## config.mk

```make
export PLATFORM = sky130hd
export DESIGN_NAME = hazard_scoreboard
export DESIGN_NICKNAME = d
export VERILOG_FILES = /design/src/rtl/hazard_scoreboard.sv
export SDC_FILE = /design/constraint.sdc
export NUM_CORES = 1
export LEC_CHECK = 0
export CAP_MARGIN = 20
export CORE_UTILIZATION = 25
export CTS_BUF_LIST = sky130_fd_sc_hd__clkbuf_8
export DETAILED_ROUTE_END_ITERATION = 10
export SLEW_MARGIN = 20
export SYNTH_ARGS = -nofsm -noshare
export SYNTH_HDL_FRONTEND = slang
export SYNTH_SLANG_ARGS = --single-unit
```

## constraint.sdc

```tcl
create_clock -name Clk -period 3.8 [get_ports Clk]
set_input_delay 0.57 -clock Clk [delete_from_list [all_inputs] [get_ports Clk]]
set_output_delay 0.57 -clock Clk [all_outputs]
set_load 0.01 [all_outputs]
```

## src/rtl/hazard_scoreboard.sv

```systemverilog
// hazard_scoreboard: tracks pending destination registers of in-flight
// instructions and blocks issue on RAW, WAW or capacity hazards.
// Optional feature macro: SB_RETIRE_BYPASS_EN (same-cycle write-back bypass
// for the RAW/WAW checks). The default build leaves it undefined.
module hazard_scoreboard #(
    parameter int unsigned MAX_INFLIGHT = 4
) (
    input  logic        Clk,
    input  logic        Clrn,
    input  logic        IssueValid,
    input  logic [4:0]  IssueRs1,
    input  logic [4:0]  IssueRs2,
    input  logic        IssueUse1,
    input  logic        IssueUse2,
    input  logic        IssueWr,
    input  logic [4:0]  IssueRd,
    input  logic        RetireValid,
    input  logic [4:0]  RetireRd,
    input  logic        Flush,
    output logic        Stall,
    output logic        En,
    output logic [31:0] Pend,
    output logic [2:0]  PendCnt
);

    localparam int unsigned NREG = 32;
    localparam int unsigned CW   = 3;

    logic [NREG-1:0] r_pend;
    logic [CW-1:0]   r_cnt;

    logic [NREG-1:0] w_clr_mask;
    logic [NREG-1:0] w_set_mask;
    logic [NREG-1:0] w_pend_chk;
    logic [NREG-1:0] w_pend_nxt;
    logic [CW-1:0]   w_cnt_nxt;
    logic            w_clr;
    logic            w_set;
    logic            w_wr;
    logic            w_raw1;
    logic            w_raw2;
    logic            w_waw;
    logic            w_full;
    logic            w_stall;

    // Effective retire: only a pending, non-zero register is cleared
    always_comb begin
        w_clr      = 1'b0;
        w_clr_mask = '0;
        if (RetireValid && (RetireRd != 5'd0) && r_pend[RetireRd]) begin
            w_clr      = 1'b1;
            w_clr_mask = NREG'(1) << RetireRd;
        end
    end

    // Hazard view of the pending bitmap (optionally minus the retiring register)
    always_comb begin
`ifdef SB_RETIRE_BYPASS_EN
        w_pend_chk = r_pend & ~w_clr_mask;
`else
        w_pend_chk = r_pend;
`endif
    end

    // Stall decision from current inputs and registered state only
    always_comb begin
        w_wr    = IssueWr && (IssueRd != 5'd0);
        w_raw1  = IssueUse1 && (IssueRs1 != 5'd0) && w_pend_chk[IssueRs1];
        w_raw2  = IssueUse2 && (IssueRs2 != 5'd0) && w_pend_chk[IssueRs2];
        w_waw   = w_wr && w_pend_chk[IssueRd];
        w_full  = w_wr && (r_cnt == CW'(MAX_INFLIGHT));
        w_stall = IssueValid && (w_raw1 || w_raw2 || w_waw || w_full);
    end

    assign Stall = w_stall;
    assign En    = ~w_stall;

    // Next pending bitmap and count; set wins over a same-register clear
    always_comb begin
        w_set      = IssueValid && !w_stall && w_wr;
        w_set_mask = '0;
        if (w_set) begin
            w_set_mask = NREG'(1) << IssueRd;
        end
        w_pend_nxt = ((r_pend & ~w_clr_mask) | w_set_mask) & ~NREG'(1);
        w_cnt_nxt  = r_cnt + CW'(w_set) - CW'(w_clr);
    end

    // Pending state registers; flush overrides issue and retire
    always_ff @(posedge Clk or negedge Clrn) begin
        if (!Clrn) begin
            r_pend <= '0;
            r_cnt  <= '0;
        end else if (Flush) begin
            r_pend <= '0;
            r_cnt  <= '0;
        end else begin
            r_pend <= w_pend_nxt;
            r_cnt  <= w_cnt_nxt;
        end
    end

    assign Pend    = r_pend;
    assign PendCnt = r_cnt;

endmodule

```

==> impl_results.md <==
* Run status: finished, final reports clean
* Power Density at around 220 nW/µm²
* Adder-cell share of the synthesized area at roughly 1.4%
* CTS tree: done
* Full die area at around 14000 µm²
* Gr ovfl total at 0
* Io pins at 65
* Largest family of logic cells by synthesized area: multiplexers
* Syn Nets at between 300 and 400
* Combinational share of power at 29.6%
* Fill cells at approximately 1300
* Leakage power at around 1.7 nW
* Layout net count at between 400 and 500
* Startpoint Class: input pin
* Longest Clk Path Bufs at 2
* Clk pwr share at 29.8%
* Initial antenna violation count at 0
* Min Tclk post-route at 3.673 ns
* Cts bufs inserted at 5
* Core Box Area at 12720 µm²
* Power Total at 0.9373 mW
* Syn Inst Count at roughly 320
* Critical path required time at 3.23 ns
* Vias at 3105
* Largest area contributor in the netlist: dfrtp_1
* CP max FO at 7
* Final period util at 96.65%
* Ant diodes at 0
* Max Cap Viol at 0
* FP Rows at 41
* Synth Area in Simple Gates at between 10% and 20%
* Initial core utilization at around a quarter
* Placed cell areas at ~4300 µm²
* Synth area leaders: dfrtp_1 (26%), o31ai_2 (11%), mux4_2 (10%), mux4_1 (7.2%), nand2_1 (5.4%)
* Placer congestion estimate at slightly above 0.9
* DP Worst Slack at -0.3692 ns
* Clk slew on worst S/H paths at 0.07 ns
* Slew margin rel. at 37.18%
* Routed Antenna Nets at 0
* Post-Syn Area per Cell at about 10 µm²
* Sw power at roughly 0.30 mW
* Kind of critical path: in -> out
* Skew-Pair Late Insertion Delay at slightly below 0.3 ns
* Total Wirelength at roughly 11000 µm
* Post-synthesis xor/xnor area fraction at 0.5323%
* Design Area, Final at ~4400 µm²
* Max Fclk at 272.3 MHz
* Detailed-placement wirelength estimate at 8574 µm
* Gr usage total at between 10% and 20%
* Mux cell area share after synthesis at between 20% and 30%
* Num Clock Sinks at 34
* Sequential fraction of the synthesis area at between 20% and 30%
* Endpoints failing setup at 0
* Number of global-route vias before repair at approximately 3000
* Post-synth ARST share at 100.0%
* Top-count cell post-synth: nand2_1
* Layout cell share with drive strength beyond 1 at 26.97%
* DR pass1 iterations at 6
* Part of the power in registers at a little over 40%
* Vias per inst at approximately 5.5
* 1st-iter DRT viols at roughly 250
* Chip Width at ~120 µm
* Post-synth top flop: dfrtp_1
* Yosys cell types at 54
* Vert. Die Dim at approximately 120 µm
* H-tree levels at 2
* Post-synthesis register bit count at 34
* P_int at roughly 0.64 mW
* Clock Tree Root: clkbuf_8
* Area share of the leading cell type in the synthesized netlist at between 20% and 30%
* Area grow syn2layout at 32.32%
* Final hold vios at 0
* Worst VDD drop at 0.0001847 V
* Hold Path Class: reg -> reg
* Port bufs at 63
* Sw Ratio at 32.19%
* Worst slew pin tran at approximately 0.94 ns
* Wirelength per Cell at a little over 20 µm
* DRC at 0
* First-pass GRT wire length at between 15000 and 20000 µm
* Worst Setup End Kind: output port
* Arrival @ worst endpoint at roughly 3.1 ns
* Mapped Area at roughly 3300 µm²
* Final count of pins violating max slew at 0
* Largest net degree at the start of global routing at 35
* Setup slack after layout at about 0.13 ns
* Yosys warning count at 0
* EDFF count, synth at 0
* Worst Clk Skew at roughly 0.0060 ns
* Synth Area in Compound Gates at a little under a quarter
* RSZ-0062 raised after global routing: false
* Commonest cells post-synth: nand2_1 (47), dfrtp_1 (34), o31ai_2 (29)
-- worst max-delay path, stage by stage --
cell	delay, ns
clkdlybuf4s50_1	0.48
buf_6	0.14
mux4_2	0.50
mux2_4	0.30
a211oi_4	0.28
o32ai_4	0.16
buf_4	0.18
o21ai_0	0.21
clkdlybuf4s15_1	0.28
-- layout make-up --
| class | count | area [µm²] | share of cell area [%] |
|---|---|---|---|
| clock buffers | 6 | 82.58 | 1.897 |
| inverters | 7 | 26.28 | 0.6034 |
| well taps | 172 | 215.2 | 4.943 |
| flip-flops and latches | 34 | 850.8 | 19.54 |
| multi-input cells | 245 | 2218 | 50.95 |
| repair buffers | 99 | 952.2 | 21.87 |
| clock inverters | 2 | 8.758 | 0.2011 |
-- flip-flops by register name, summed over array words and instances, names as in the netlist --
register,count
PendCnt,3
Pend,31
-- metrics by stage --
stage          TNS (ns)  utilization [%]  instances  hold slack, ns
2_1_floorplan         0                -        315          0.2744
3_3_place_gp    -0.9160            33.41        556          0.6304
3_5_place_dp     -1.052            33.41        556          0.6202
4_1_cts               0            34.15        564          0.6353
5_1_grt               0            34.23        565          0.6759
6_report              0            34.23        565          0.6465
-- cell families (layout without fill, tap and decap cells) --
| kind of cell | Yosys count | after routing |
|---|---|---|
| compound gates | 73 | 73 |
| flops | 34 | 34 |
| other cells | 1 | 1 |
| buf+inv | 36 | 114 |
| mux | 47 | 47 |
| fa+ha+maj | 3 | 3 |
| xor+xnor | 2 | 2 |
| simple gates | 119 | 119 |
-- cells in the final DEF, fill, tap and decap left out, types with 7 or more instances in the layout --
cell and n:
dfrtp_1 34, nor3_1 8, nand3_1 22, mux4_2 18, nand2_1 47, buf_4 31
o211ai_1 15, o31ai_2 29, clkdlybuf4s50_1 60, mux2i_1 15, nor2_1 12, inv_1 8
mux2_2 7
-- worst paths after layout --
kind,slack [ns],cells after the start,start,end
max in group asynchronous,2.77,2,Clrn,Pend[30]
max,0.13,9,IssueRs1[0],En
min,0.65,2,Pend[16],Pend[16]
max reg2reg,0.51,13,Pend[30],PendCnt[2]
min reg2reg,0.65,2,Pend[16],Pend[16]
min in group asynchronous,0.70,2,Clrn,Pend[7]
-- power by group through the flow --
stage | Combinational (mW) | Clock, mW | Sequential, mW
after floorplan | 0.158 | 0 | 0.389
after detailed placement | 0.273 | 0 | 0.387
after global placement | 0.272 | 0 | 0.388
after global routing | 0.296 | 0.305 | 0.382
after CTS | 0.274 | 0.283 | 0.381
final | 0.278 | 0.279 | 0.381
-- per-layer routing --
| layer | routed length, µm | up-vias | global-route usage, % |
|---|---|---|---|
| met1 | 5171 | 1555 | 24.89 |
| met4 | 131 | 0 | 3.629 |
| met2 | 5172 | 167 | 26.63 |
| met5 | 0 | - | 0 |
| met3 | 915 | 14 | 2.906 |
| li1 | - | 1369 | - |
-- repair_timing --
action / 4_1_cts / 5_1_grt
buffers inserted: 0 / 1
gates resized for setup: 4 / 7
hold buffers: 0 / 0
pin swaps: 3 / 4
setup endpoints to repair: 3 / 4
(Power assumes the default switching activity.)
